==> src/rtl/machine_control.sv <==
// Machine-mode trap/return/WFI sequencer driving the CSR file strobes, PC mux select, flush and stall.
// Registered state, combinational outputs; RESET forces the RESET state and its outputs immediately.
module machine_control (
  input  logic       CLK,
  input  logic       RESET,
  input  logic       ILLEGAL_INSTR,
  input  logic       MISALIGNED_INSTR,
  input  logic       MISALIGNED_LOAD,
  input  logic       MISALIGNED_STORE,
  input  logic       ECALL,
  input  logic       EBREAK,
  input  logic       MRET,
  input  logic       WFI,
  input  logic       MIE,
  input  logic       MEIE,
  input  logic       MTIE,
  input  logic       MSIE,
  input  logic       MEIP,
  input  logic       MTIP,
  input  logic       MSIP,
  output logic       I_OR_E,
  output logic       SET_CAUSE,
  output logic [3:0] CAUSE_IN,
  output logic       SET_EPC,
  output logic       INSTRET_INC,
  output logic       MIE_CLEAR,
  output logic       MIE_SET,
  output logic [1:0] PC_SRC,
  output logic       FLUSH,
  output logic       STALL
);

  typedef enum logic [2:0] {
    ST_RESET,
    ST_OPERATING,
    ST_TRAP_TAKEN,
    ST_TRAP_RETURN,
    ST_WAIT
  } state_t;

  state_t state, next_state;

  logic       exc, wake, irq;
  logic [3:0] trap_cause;
  logic       trap_is_irq;

  assign exc  = ILLEGAL_INSTR | MISALIGNED_INSTR | MISALIGNED_LOAD |
                MISALIGNED_STORE | ECALL | EBREAK;
  assign wake = (MEIP & MEIE) | (MSIP & MSIE) | (MTIP & MTIE);
  assign irq  = MIE & wake;

  // Exceptions always outrank interrupts; within each group the order is fixed.
  always_comb begin
    trap_cause  = 4'd0;
    trap_is_irq = 1'b0;
    if (MISALIGNED_INSTR)       trap_cause = 4'd0;
    else if (ILLEGAL_INSTR)     trap_cause = 4'd2;
    else if (ECALL)             trap_cause = 4'd11;
    else if (EBREAK)            trap_cause = 4'd3;
    else if (MISALIGNED_LOAD)   trap_cause = 4'd4;
    else if (MISALIGNED_STORE)  trap_cause = 4'd6;
    else begin
      trap_is_irq = 1'b1;
      if (MEIP & MEIE)          trap_cause = 4'd11;
      else if (MSIP & MSIE)     trap_cause = 4'd3;
      else                      trap_cause = 4'd7;
    end
  end

  always_ff @(posedge CLK or posedge RESET) begin
    if (RESET) state <= ST_RESET;
    else       state <= next_state;
  end

  always_comb begin
    next_state  = state;
    I_OR_E      = 1'b0;
    SET_CAUSE   = 1'b0;
    CAUSE_IN    = 4'd0;
    SET_EPC     = 1'b0;
    INSTRET_INC = 1'b0;
    MIE_CLEAR   = 1'b0;
    MIE_SET     = 1'b0;
    PC_SRC      = 2'b11;
    FLUSH       = 1'b0;
    STALL       = 1'b0;
    case (state)
      ST_RESET: begin
        PC_SRC     = 2'b00;
        FLUSH      = 1'b1;
        next_state = ST_OPERATING;
      end
      ST_OPERATING: begin
        if (exc | irq) begin
          SET_CAUSE  = 1'b1;
          SET_EPC    = 1'b1;
          MIE_CLEAR  = 1'b1;
          CAUSE_IN   = trap_cause;
          I_OR_E     = trap_is_irq;
          next_state = ST_TRAP_TAKEN;
        end else if (MRET) begin
          MIE_SET     = 1'b1;
          INSTRET_INC = 1'b1;
          next_state  = ST_TRAP_RETURN;
        end else if (WFI && !wake) begin
          STALL      = 1'b1;
          next_state = ST_WAIT;
        end else begin
          INSTRET_INC = 1'b1;
        end
      end
      ST_TRAP_TAKEN: begin
        PC_SRC     = 2'b10;
        FLUSH      = 1'b1;
        next_state = ST_OPERATING;
      end
      ST_TRAP_RETURN: begin
        PC_SRC     = 2'b01;
        FLUSH      = 1'b1;
        next_state = ST_OPERATING;
      end
      ST_WAIT: begin
        // Wake ignores MIE; a taken interrupt is picked up back in OPERATING.
        STALL = 1'b1;
        if (wake) begin
          INSTRET_INC = 1'b1;
          next_state  = ST_OPERATING;
        end
      end
      default: next_state = ST_RESET;
    endcase
  end

endmodule

==> config.mk <==
export PLATFORM = sky130hd
export DESIGN_NAME = machine_control
export DESIGN_NICKNAME = d
export VERILOG_FILES = /design/src/rtl/machine_control.sv
export SDC_FILE = /design/constraint.sdc
export NUM_CORES = 1
export LEC_CHECK = 0
export CELL_PAD_IN_SITES_DETAIL_PLACEMENT = 1
export CELL_PAD_IN_SITES_GLOBAL_PLACEMENT = 1
export CORE_ASPECT_RATIO = 0.9
export CORE_MARGIN = 2
export CORE_UTILIZATION = 21
export DETAILED_ROUTE_END_ITERATION = 8
export GPL_TIMING_DRIVEN = 0
export PLACE_DENSITY_LB_ADDON = 0.05
export SETUP_SLACK_MARGIN = 0.5
export SYNTH_ARGS = -nofsm -noshare
export SYNTH_HDL_FRONTEND = slang
export SYNTH_SLANG_ARGS = --single-unit
export TNS_END_PERCENT = 10
==> constraint.sdc <==
create_clock -name CLK -period 8.3 [get_ports CLK]
set_input_delay 2.49 -clock CLK [delete_from_list [all_inputs] [get_ports CLK]]
set_output_delay 2.49 -clock CLK [all_outputs]
set_load 0.01 [all_outputs]
# Word-level counts from Yosys, hierarchy flattened
# Index checks and enable logic that the tools add are counted.
totals:
  regBits: 3
  out_inout_bits: 14
  elab_cells: 63
classes:
  n_eq_ne: 6
  muxes: 39
  n_bitwise: 12
  reduce_logical: 5
op_table:
  columns: ["op", "count"]
  rows:
  - ["4-bit two-way mux", 9]
  - ["1-bit two-way mux", 21]
  - ["3-bit two-way mux", 5]
  - ["3-bit one-hot mux with 3 select lines", 1]
  - ["1-bit OR", 8]
  - ["3-bit by 2-bit == test with 1-bit output, second input constant", 2]
  - ["2-bit one-hot mux with 3 select lines", 1]
  - ["1-bit AND", 4]
  - ["4-bit inequality test, second input constant", 1]
  - ["1-bit one-hot mux with 2 select lines", 2]
  - ["3-bit by 1-bit == test with 1-bit output, second input constant", 1]
  - ["3-bit == test, second input constant", 1]
  - ["3-bit zero test", 1]
  - ["3-bit OR reduction", 1]
  - ["2-bit inequality test, second input constant", 1]
  - ["2-bit AND reduction", 1]
  - ["1-bit logical AND", 1]
  - ["1-bit zero test", 1]

# Depth between registers and ports, before layout
logic_depth:
  ltp_word: 11
  ltp_mapped: 5
  depth_no_buf: 4

# Worst setup path after synthesis
# OpenSTA, ideal clock, no wires.
synth_timing:
  path_type: "input to output"
  from: "input port MEIP"
  to: "output port SET_CAUSE"
  arrival_ns: 3.696
  required_time_ns: 5.810
  setup_slack_ns: 2.114
  cell_stages: 5
  cell_sequence: "a222oi_1 > o2111a_2 > nand2b_2 > inv_1 > buf_4"
synth_between:
  elab_chain_len: 7
synth_lines:
  columns: ["item", "line", "text"]
  rows:
  - ["from (decl)", "18", "input logic MEIP,"]
  - ["1-bit AND", "49", "assign wake = (MEIP & MEIE) | (MSIP & MSIE) | (MTIP & MTIE);"]
  - ["1-bit OR (2 in a row)", "49", null]
  - ["1-bit AND", "50", "assign irq = MIE & wake;"]
  - ["1-bit OR", "94", "if (exc | irq) begin"]
  - ["1-bit two-way mux (2 in a row)", null, null]
  - ["to (decl)", "22", "output logic SET_CAUSE,"]
# Every way passes these cells.

# Worst setup path in the final report
layout_timing:
  from: "input port MEIE"
  to: "output port SET_CAUSE"
layout_between:
  elab_chain_len: 7
layout_lines:
  columns: ["item", "line", "text"]
  rows:
  - ["from (decl)", "15", "input logic MEIE,"]
  - ["1-bit AND", "49", null]
  - ["1-bit OR (2 in a row)", "49", null]
  - ["1-bit AND", "50", null]
  - ["1-bit OR", "94", null]
  - ["1-bit two-way mux", "94", null]
  - ["1-bit two-way mux", "87", "case (state)"]
# Every way passes these cells.

==> flow_metrics.py <==
metrics = {
    "final_layout": {
        "final_cell_mix": "30 x clkdlybuf4s50_1, 9 x nor2_1, 5 x inv_1",
        "nets": 102,
        "areaGrowthSynthToFinish_pct": 96.6,
        "largest_registers": "state (3)",
        "drive_above_1_share_pct": 11.9,
        "diodes": 0,
        "largest_reg_flops": 3,
        "regMostFlops": "state",
        "layout_commonest_cell": "clkdlybuf4s50_1",
        "design_area_um2": 726,
    },
    "synthesis": {
        "synth_seq_cells": 3,
        "syn_nets": 67,
        "syn_avg_cell_area_um2": 7.38,
        "synth-simple-area-share_pct": 44.1,
        "synth_adder_area_share_pct": 0,
        "synth.distinct_cells": 28,
        "netlist.area_leader.share_pct": 20.3,
        "synth_compound_area_share_pct": 26.4,
        "synthXorXnorAreaFrac_pct": 0,
        "syn_inst": 50,
        "ys_warn_count": 0,
        "synthMuxAreaShare_pct": 0,
        "ys_top_cells_by_area": "dfrtp_1 20%, nor2_1 9.2%, nor2b_1 6.8%, inv_1 5.1%, a21oi_1 4.1%",
        "syn_area_um2": 369,
        "synth_top_family_by_area": "simple AND/OR/NAND/NOR gates",
        "synth_top_area_cell": "dfrtp_1",
        "ys_seq_area_share_pct": 20.3,
    },
    "routing": {
        "drt_pass1_iterations": 4,
        "drtIter0Drc": 6,
        "vias": 478,
        "drt-total-wl_um": 1190,
        "viasPerCell": 4.43,
        "antenna_left": 0,
        "drc": 0,
        "wl_per_cell_um": 11.0,
    },
    "worst_hold_path": {
        "hold_start": "state[1]",
        "hold_path_end": "state[2]",
        "min_path_cells": 1,
        "hp-class": "register to register",
    },
    "power": {
        "vdd_drop_max_mv": 0.0743,
        "p_leak_uw": 0.000268,
        "powerDensity_mw_per_mm2": 76.1,
    },
    "grt": {
        "overflow": 0,
        "grtUsageTotal_pct": 11.8,
        "grt_pass1_wl_um": 1850,
        "grt_max_degree": 8,
        "grt_pass1_vias": 446,
        "antenna_found_initial": 0,
    },
    "cts": {
        "hold_buffers": 0,
        "clock_latency_ps": 230,
        "clkSinkCount": 3,
        "path_clk_slew_ps": 40,
        "root_buffer": "clkbuf_4",
        "cts_tree": "done",
        "cts.repair.resized": 0,
        "cts_max_level": 1,
        "cts_setup_buffers": 0,
        "cts_made_buffers": 3,
        "clockBufferDepth": 2,
    },
    "sta": {
        "rsz0062_at_grt": "no",
        "skew_ps": 2.16,
        "fin_crit_sh_pct": 88.9,
        "fmax_ghz": 0.135,
        "setup_viol_count_final": 0,
        "drv_slew": 0,
        "slew_headroom_pct": 45.1,
        "tightestPinTransition_ps": 824,
        "tns_ps": 0,
        "finalHoldViolCount": 0,
        "min_period_ps": 7380,
    },
    "setup_path": {
        "cp_slowest_stage_delay_ps": 760,
        "critPathCaptureType": "primary output",
        "path_buf_inv": 4,
        "crit_type": "input port to primary output",
        "cp-start-kind": "input port",
        "critPathTopFamily": "buffers and inverters",
        "r2r_setup_slack_ps": 7120,
        "crit_top_cell": "clkdlybuf4s50_1",
        "r2r-end": "state[2]",
        "reg2reg_depth": 4,
        "cp.arrival_ps": 4890,
        "crit_path_max_fanout": 6,
        "crit_required_ps": 5810,
        "critPathSlowestCell": "a222oi_1",
        "crit_start": "MEIE",
        "reg2reg_from": "state[2]",
        "crit_chain": "clkdlybuf4s50_1, a222oi_1, o2111a_2, nand2b_2, inv_1, buf_4, clkdlybuf4s50_1",
    },
    "floorplan": {
        "die_w_um": 48.2,
        "start_util_pct": 22.2,
        "io_pins": 31,
        "die_h_um": 43.8,
        "dieArea_mm2": 0.00211,
        "core_mm2": 0.00166,
        "row_count": 14,
    },
    "placed_design": {
        "dpl_cell_area_um2": 699,
        "dp_hpwl_um": 999,
        "place_congestion": 0.738,
        "io_buffers": 30,
    },
    "run_status": {
        "status": "completed",
    },
    "run": {
        "cap_violations": 0,
    },
}
## kinds of logic (layout without fill, tap and decap cells)
group | count (synthesis) | after routing
AO/OA/AOI/OAI | 13 | 13
buffers and inverters | 7 | 41
flip-flops | 3 | 3
AND/OR/NAND/NOR | 27 | 27
## where the power goes
group / switching [µW] / leakage (µW) / internal (µW)
combinational: 5.41 / 0.000215 / 8.72
sequential: 0.142 / 0.0000378 / 14.8
clock: 8.15 / 0.0000150 / 18.1
total: 13.7 / 0.000268 / 41.6
## Yosys cell counts, drive strengths merged
cell,n
a21oi,3
a222oi,1
o2111a,1
nor4,2
o31ai,1
nor3b,1
a31oi,1
nor2,9
nor2b,4
o21ai,1
or2,1
inv,5
nand2b,3
a311oi,1
a22oi,1
or4,1
o311ai,1
buf,2
o31a,1
and4b,1
dfrtp,3
a21boi,1
or3,1
nand4b,1
and3,1
nand2,2
## final cells by class
| class | count | area [µm²] |
|---|---|---|
| tap | 24 | 30.0 |
| buffer | 2 | 15.0 |
| sequential | 3 | 75.1 |
| clock buffer | 4 | 26.3 |
| multi-input combinational | 40 | 260 |
| fill | 213 | 938 |
| timing repair buffer | 30 | 300 |
| inverter | 5 | 18.8 |
## worst max-delay path by stage
stage / end / cells after the start
2_1_floorplan: SET_CAUSE / 5
3_3_place_gp: SET_CAUSE / 7
3_5_place_dp: SET_CAUSE / 7
4_1_cts: SET_CAUSE / 7
5_1_grt: SET_CAUSE / 7
6_report: SET_CAUSE / 7
## per-stage QoR
step | util [%] | hold slack, ps | setup slack, ps | power [µW] | cells
after detailed placement | 42.0 | 569 | 945 | 29.2 | 104
after floorplan | - | 505 | 2110 | 18.9 | 50
final | 43.6 | 558 | 919 | 55.2 | 108
after global placement | 42.0 | 559 | 923 | 29.1 | 104
after CTS | 43.6 | 573 | 943 | 57.3 | 108
after global routing | 43.6 | 593 | 748 | 59.8 | 108
## metal layers
metal  routed length, µm  track usage (%)
met1                 570             17.3
met2                 567             17.1
met3                  54             2.50
met4                   0             3.24
met5                   0                0
Power figures use the tool's default switching activity.
